<file path="src/rtl/uart_sol_sel_ctrl_pkg.sv">
// Shared encodings for the SOL UART mux select controller: FSM states and
// the 2-bit select codes driven onto the mux select pair.
package uart_sol_sel_ctrl_pkg;

    typedef enum logic [1:0] {
        INIT  = 2'd0,
        ROUTE = 2'd1,
        DRAIN = 2'd2,
        GAP   = 2'd3
    } state_t;

    typedef enum logic [1:0] {
        UART0_A = 2'b00,
        UART1_A = 2'b01,
        UART0_B = 2'b10,
        UART1_B = 2'b11
    } sol_sel_t;

endpackage

</file>
<file path="src/rtl/sol_sel_debounce.sv">
// Synchronizes the BMC select GPIO pair and publishes it as sel_stable only
// after it has held the same value for DEBOUNCE_CYC consecutive cycles.
module sol_sel_debounce #(
    parameter int DEBOUNCE_CYC = 1000,
    parameter int CNT_W        = 16
) (
    input  logic       clk,
    input  logic       reset,
    input  logic [1:0] gpio,
    output logic [1:0] sel_stable,
    output logic       sel_load
);

    localparam logic [CNT_W-1:0] DB_LAST = CNT_W'(DEBOUNCE_CYC - 1);
    localparam logic [CNT_W-1:0] DB_SAT  = CNT_W'(DEBOUNCE_CYC);

    logic [1:0]       sync1;
    logic [1:0]       cand;
    logic [CNT_W-1:0] cnt_db;

    // NOTE: sequential state uses non-blocking assignments so every register samples pre-edge values.
    always_ff @(posedge clk or negedge reset) begin
        if (!reset) begin
            sync1      <= '0;
            cand       <= '0;
            cnt_db     <= '0;
            sel_stable <= '0;
            sel_load   <= 1'b0;
        end else begin
            sync1    <= gpio;
            cand     <= sync1;
            sel_load <= 1'b0;
            // sync1 differing from cand means cand changes on this edge.
            if (sync1 != cand) begin
                cnt_db <= '0;
            end else begin
                if (cnt_db != DB_SAT) begin
                    cnt_db <= cnt_db + 1'b1;
                end
                if (cnt_db == DB_LAST) begin
                    sel_stable <= cand;
                    sel_load   <= 1'b1;
                end
            end
        end
    end

endmodule

</file>
<file path="src/rtl/uart_sol_sel_ctrl.sv">
// SOL mux select controller: waits for the routed UART to go idle, gaps the
// mux disabled, then enables the new route. Optional macro UART_SOL_TIMEOUT_EN.
module uart_sol_sel_ctrl
    import uart_sol_sel_ctrl_pkg::*;
#(
    parameter int DEBOUNCE_CYC = 1000,
    parameter int IDLE_CYC     = 2400,
    parameter int GAP_CYC      = 256,
    parameter int TIMEOUT_CYC  = 65535,
    parameter int CNT_W        = 16
) (
    input  logic       clk,
    input  logic       reset,
    input  logic       bmc_gpio24,
    input  logic       bmc_gpio25,
    input  logic       mon_bmc_tx,
    input  logic       mon_host_tx,
    output logic [1:0] sol_sel,
    output logic       sol_en,
    output logic       switch_busy,
    output logic       drain_timeout
);

    localparam logic [CNT_W-1:0] IDLE_LAST = CNT_W'(IDLE_CYC - 1);
    localparam logic [CNT_W-1:0] GAP_LAST  = CNT_W'(GAP_CYC - 1);

    logic [1:0]       sel_stable;
    logic             sel_load;
    sol_sel_t         sel_cur;
    logic [1:0]       mon_sync1;
    logic [1:0]       mon_sync2;
    logic [CNT_W-1:0] cnt_idle;
    logic             line_idle;

    state_t           state, state_next;
    sol_sel_t         target, target_next;
    sol_sel_t         sel_q, sel_next;
    logic             en_next;
    logic             to_pulse;
    logic             go_gap;
    logic [CNT_W-1:0] cnt_gap, gap_next;
`ifdef UART_SOL_TIMEOUT_EN
    localparam logic [CNT_W-1:0] TO_LAST = CNT_W'(TIMEOUT_CYC - 1);
    logic [CNT_W-1:0] cnt_to, to_next;
`endif

    sol_sel_debounce #(
        .DEBOUNCE_CYC (DEBOUNCE_CYC),
        .CNT_W        (CNT_W)
    ) u_debounce (
        .clk        (clk),
        .reset      (reset),
        .gpio       ({bmc_gpio24, bmc_gpio25}),
        .sel_stable (sel_stable),
        .sel_load   (sel_load)
    );

    assign sel_cur   = sol_sel_t'(sel_stable);
    assign line_idle = (cnt_idle >= IDLE_LAST);
    assign sol_sel   = sel_q;

    // Idle lines sit high, so their synchronizers reset to 1.
    always_ff @(posedge clk or negedge reset) begin
        if (!reset) begin
            mon_sync1 <= 2'b11;
            mon_sync2 <= 2'b11;
            cnt_idle  <= '0;
        end else begin
            mon_sync1 <= {mon_bmc_tx, mon_host_tx};
            mon_sync2 <= mon_sync1;
            if (&mon_sync2) begin
                if (cnt_idle != IDLE_LAST) begin
                    cnt_idle <= cnt_idle + 1'b1;
                end
            end else begin
                cnt_idle <= '0;
            end
        end
    end

    // NOTE: every variable written here gets a default first, so no latch is inferred.
    always_comb begin
        state_next  = state;
        target_next = target;
        sel_next    = sel_q;
        en_next     = sol_en;
        gap_next    = cnt_gap;
        to_pulse    = 1'b0;
        go_gap      = 1'b0;
`ifdef UART_SOL_TIMEOUT_EN
        to_next     = cnt_to;
`endif
        unique case (state)
            INIT: begin
                if (sel_load) begin
                    target_next = sel_cur;
                    go_gap      = 1'b1;
                end
            end
            ROUTE: begin
                if (sel_cur != sel_q) begin
                    target_next = sel_cur;
                    state_next  = DRAIN;
`ifdef UART_SOL_TIMEOUT_EN
                    to_next     = '0;
`endif
                end
            end
            DRAIN: begin
                if (sel_cur == sel_q) begin
                    state_next = ROUTE;
                end else begin
                    target_next = sel_cur;
                    // An idle line wins over a coincident timeout, without a pulse.
                    if (line_idle) begin
                        go_gap = 1'b1;
`ifdef UART_SOL_TIMEOUT_EN
                    end else if (cnt_to == TO_LAST) begin
                        go_gap   = 1'b1;
                        to_pulse = 1'b1;
                    end else begin
                        to_next = cnt_to + 1'b1;
`endif
                    end
                end
            end
            GAP: begin
                if (cnt_gap == GAP_LAST) begin
                    state_next = ROUTE;
                    en_next    = 1'b1;
                end else begin
                    gap_next = cnt_gap + 1'b1;
                end
            end
            default: state_next = INIT;
        endcase
        // The select only moves on the edge that drops the enable.
        if (go_gap) begin
            state_next = GAP;
            sel_next   = target_next;
            en_next    = 1'b0;
            gap_next   = '0;
        end
    end

    always_ff @(posedge clk or negedge reset) begin
        if (!reset) begin
            state         <= INIT;
            target        <= UART0_A;
            sel_q         <= UART0_A;
            sol_en        <= 1'b0;
            switch_busy   <= 1'b1;
            drain_timeout <= 1'b0;
            cnt_gap       <= '0;
`ifdef UART_SOL_TIMEOUT_EN
            cnt_to        <= '0;
`endif
        end else begin
            state         <= state_next;
            target        <= target_next;
            sel_q         <= sel_next;
            sol_en        <= en_next;
            switch_busy   <= (state_next != ROUTE);
            drain_timeout <= to_pulse;
            cnt_gap       <= gap_next;
`ifdef UART_SOL_TIMEOUT_EN
            cnt_to        <= to_next;
`endif
        end
    end

endmodule

</file>
<file path="config.mk">
export PLATFORM = sky130hd
export DESIGN_NAME = uart_sol_sel_ctrl
export DESIGN_NICKNAME = d
export VERILOG_FILES = /design/src/rtl/uart_sol_sel_ctrl_pkg.sv /design/src/rtl/sol_sel_debounce.sv /design/src/rtl/uart_sol_sel_ctrl.sv
export SDC_FILE = /design/constraint.sdc
export NUM_CORES = 1
export LEC_CHECK = 0
export ABC_AREA = 1
export BUFFER_PORTS_ARGS = -buffer_cell sky130_fd_sc_hd__buf_2
export CAP_MARGIN = 20
export CORE_MARGIN = 2
export CORE_UTILIZATION = 40
export CTS_BUF_LIST = sky130_fd_sc_hd__clkbuf_2
export CTS_CLUSTER_SIZE = 25
export DETAILED_ROUTE_END_ITERATION = 10
export PLACE_DENSITY = 0.52
export SLEW_MARGIN = 20
export SYNTH_ARGS = -nofsm -noshare
export SYNTH_HDL_FRONTEND = slang
export SYNTH_SLANG_ARGS = --single-unit
</file>
<file path="constraint.sdc">
create_clock -name clk -period 2.11 [get_ports clk]
set_clock_uncertainty 0.2 [all_clocks]
set_input_delay 0.422 -clock clk [delete_from_list [all_inputs] [get_ports clk]]
set_output_delay 0.422 -clock clk [all_outputs]
set_load 0.005 [all_outputs]
</file>
==> run metrics <==
library cells used by synthesis 33; Vert. Die Dim between 90 and 100 um; Power per Cell Area between 500 and 600 nW/um2; dominant cells by area after synthesis dfrtp_1 (44%), nand2_1 (12%), inv_1 (6.5%); WL/cell between 10 and 15 um; final slew viol count 0; Avg Inst Size Synth between 7 and 8 um2; main combinational cell family by area after synthesis simple AND/OR/NAND/NOR gates; Final #Nets around 500; IO buf count 9; Synth Area in Adders 0.0142; Critical Path AT roughly 2.1 ns; # Max-Cap Violations 0; initial antenna violation count 0; Least-Margin Pin Slew ~0.56 ns; worst ir drop on vdd between 0.2 and 0.3 mV; root buffer cell clkbuf_2; Rows 34; largest net degree at the start of global routing 28; clock-pin slew on the worst setup and hold paths ~0.18 ns; Synth Cell Area 3530 um2; compound-cell area share of the yosys netlist 0.0758; Worst Path Required 2.29 ns; Simple-Gate Fraction of Synth Area 0.322; R2R setup slack between 0.15 and 0.2 ns; CTS sink cnt 67; crit-path cells ha_2 -> nand3_1 -> nor3_4 -> nand2_2 -> nand2_8 -> inv_6 -> nor2_1 -> nor3_2; max incr delay on CP between 0.4 and 0.5 ns; Slew HR 0.628; final hold violation count 0; Vias 2939; Ports 11; multiplexer share of the synthesized area 0; drt first-iter violations ~180; Max clock buf depth 2; register area share after synthesis 0.476; CP max FO 18; EDFF count, synth 0; share of cells above drive strength 1 0.112; drt via density slightly below 5; HP Class reg -> reg; # diodes 0; vias in the first global route 2875; Syn Inst Count ~460; Crit path buffers/inverters 1; Layout area overhead 11.2%; TritonCTS clock tree done; period utilization 0.914; Initial Utilization 0.409; Main synth FF type dfrtp_1; Die W a little under 100 um; Max Fclk roughly 520 MHz; Synth warnings 0; Place WS about 0.13 ns; minimum clock period between 1.5 and 2 ns; CP startpoint kind flip-flop; CP Capture Type flip-flop; synth cell count leaders nand2_1 (114), dfrtp_1 (62), inv_1 (61), nor2_1 (61), nand3_1 (41); first-pass GRT wire length 13.2 mm; Routed Antenna Nets 0; CTS buffer count 9; status completed; top cell type's share of synthesized area 0.439; post-synthesis register bit count 67; DRT Wirelength roughly 7.3 mm; Crit Path Class reg -> reg; leading area contributor after synthesis dfrtp_1; DRC violations left 0; asr flop ratio synth 1.00; Post-Synth XOR/XNOR Area 0.0273; Util after Layout 0.455; DRT Pass-1 Iters 5; Tot Pwr 0.00213 W; Fill cells between 800 and 900; CP delay by family, top simple AND/OR/NAND/NOR gates; top-count cell post-synth nand2_1; Skew-Pair Late Insertion Delay around 0.50 ns; gr usage total 0.167; die area between 9000 and 10000 um2; fin worst setup slack roughly 0.18 ns; Leak roughly 1.9 nW; remaining global-route overflow 0; Net Count, Synth approximately 470; Core Region approximately 8600 um2; CP max-delay cell dfrtp_1; H-tree level count 3; HPWL after DPL slightly above 5 mm; GPL Wtd Cong between 0.8 and 0.9; Setup-failing EPs final 0
## where the power goes
| part | internal, W | total, W | switching [W] |
|---|---|---|---|
| logic | 0.0000307 | 0.0000849 | 0.0000542 |
| registers | 0.00130 | 0.00131 | 0.00000774 |
| clock network | 0.000269 | 0.000741 | 0.000472 |
## cells by family (layout without fill, tap and decap cells)
| group | count (synthesis) | after routing |
|---|---|---|
| AOI/OAI and AO/OA | 49 | 49 |
| buffers and inverters | 70 | 103 |
| xor gates and xnor gates | 11 | 11 |
| DFF | 67 | 67 |
| adders and majority gates | 4 | 4 |
| and+or+nand+nor | 257 | 257 |
| other | 1 | 1 |
## cell type report
| type | count | area (um2) | share of cell area |
|---|---|---|---|
| Multi-Input combinational cell | 322 | 1570 | 0.398 |
| Clock buffer | 10 | 50.0 | 0.0127 |
| Clock inverter | 6 | 56.3 | 0.0143 |
| Inverter | 62 | 238 | 0.0605 |
| Sequential cell | 67 | 1680 | 0.428 |
| Tap cell | 108 | 135 | 0.0344 |
| Timing Repair Buffer | 25 | 203 | 0.0516 |
## cells in the final DEF, fill, tap and decap left out, types with 5 or more instances in the layout
master | Yosys | final
buf_4 | 2 | 9
buf_2 | 2 | 9
nand3_1 | 41 | 41
nor2_1 | 61 | 61
dfstp_2 | 5 | 5
clkbuf_2 | 0 | 10
o21ai_0 | 17 | 17
dlygate4sd3_1 | 0 | 5
inv_1 | 61 | 61
nor3_1 | 7 | 7
xor2_1 | 9 | 9
nand4_1 | 19 | 19
a21oi_1 | 23 | 23
dfrtp_1 | 62 | 62
nand2_1 | 114 | 114
## path summary, 6_finish.rpt
kind / endpoint / from / cells past startpoint
worst min register to register: mon_sync2[1] / mon_sync1[1] / 0
worst min-delay path: mon_sync2[1] / mon_sync1[1] / 0
min in group asynchronous: cnt_gap[2] / reset / 2
worst max-delay path: cnt_gap[0] / cnt_gap[1] / 8
worst max register to register: cnt_gap[0] / cnt_gap[1] / 8
max in group asynchronous: mon_sync2[0] / reset / 3
## layer usage
| metal | up-vias | routed length (um) | track usage | share of wire |
|---|---|---|---|---|
| li1 | 1531 | - | - | - |
| met5 | - | 0 | 0 | 0 |
| met3 | 10 | 140 | 0.0258 | 0.019 |
| met2 | 27 | 3340 | 0.269 | 0.46 |
| met1 | 1371 | 3700 | 0.225 | 0.50 |
| met4 | 0 | 140 | 0.0737 | 0.019 |
## stage by stage
step | setup TNS [ns] | area [um2] | hold slack, ns | std cells
5_1_grt | -0.00573 | 3930 | 0.175 | 600
3_5_place_dp | 0 | 3740 | 0.147 | 576
3_3_place_gp | 0 | 3740 | 0.146 | 576
6_report | 0 | 3930 | 0.169 | 600
2_1_floorplan | 0 | 3530 | -0.0736 | 459
4_1_cts | 0 | 3900 | 0.170 | 597
## timing repair
| action | CTS | global route |
|---|---|---|
| setup buffers | 0 | 3 |
| hold endpoints to repair | 21 | 0 |
| hold buffers | 5 | 0 |
| endpoints found under the setup margin | 0 | 13 |
| resized for setup | 0 | 2 |
## flip-flops by register name, indices dropped and copies added, names as in the netlist
| signal | flops |
|---|---|
| mon_sync2 | 2 |
| cnt_gap | 16 |
| sol_en | 1 |
| mon_sync1 | 2 |
| state | 2 |
| u_debounce.sync1 | 2 |
| u_debounce.sel_stable | 2 |
| u_debounce.cnt_db | 16 |
| u_debounce.sel_load | 1 |
| target | 2 |
| sol_sel | 2 |
| cnt_idle | 16 |
| u_debounce.cand | 2 |
| switch_busy | 1 |
Power figures use the tool's default switching activity.
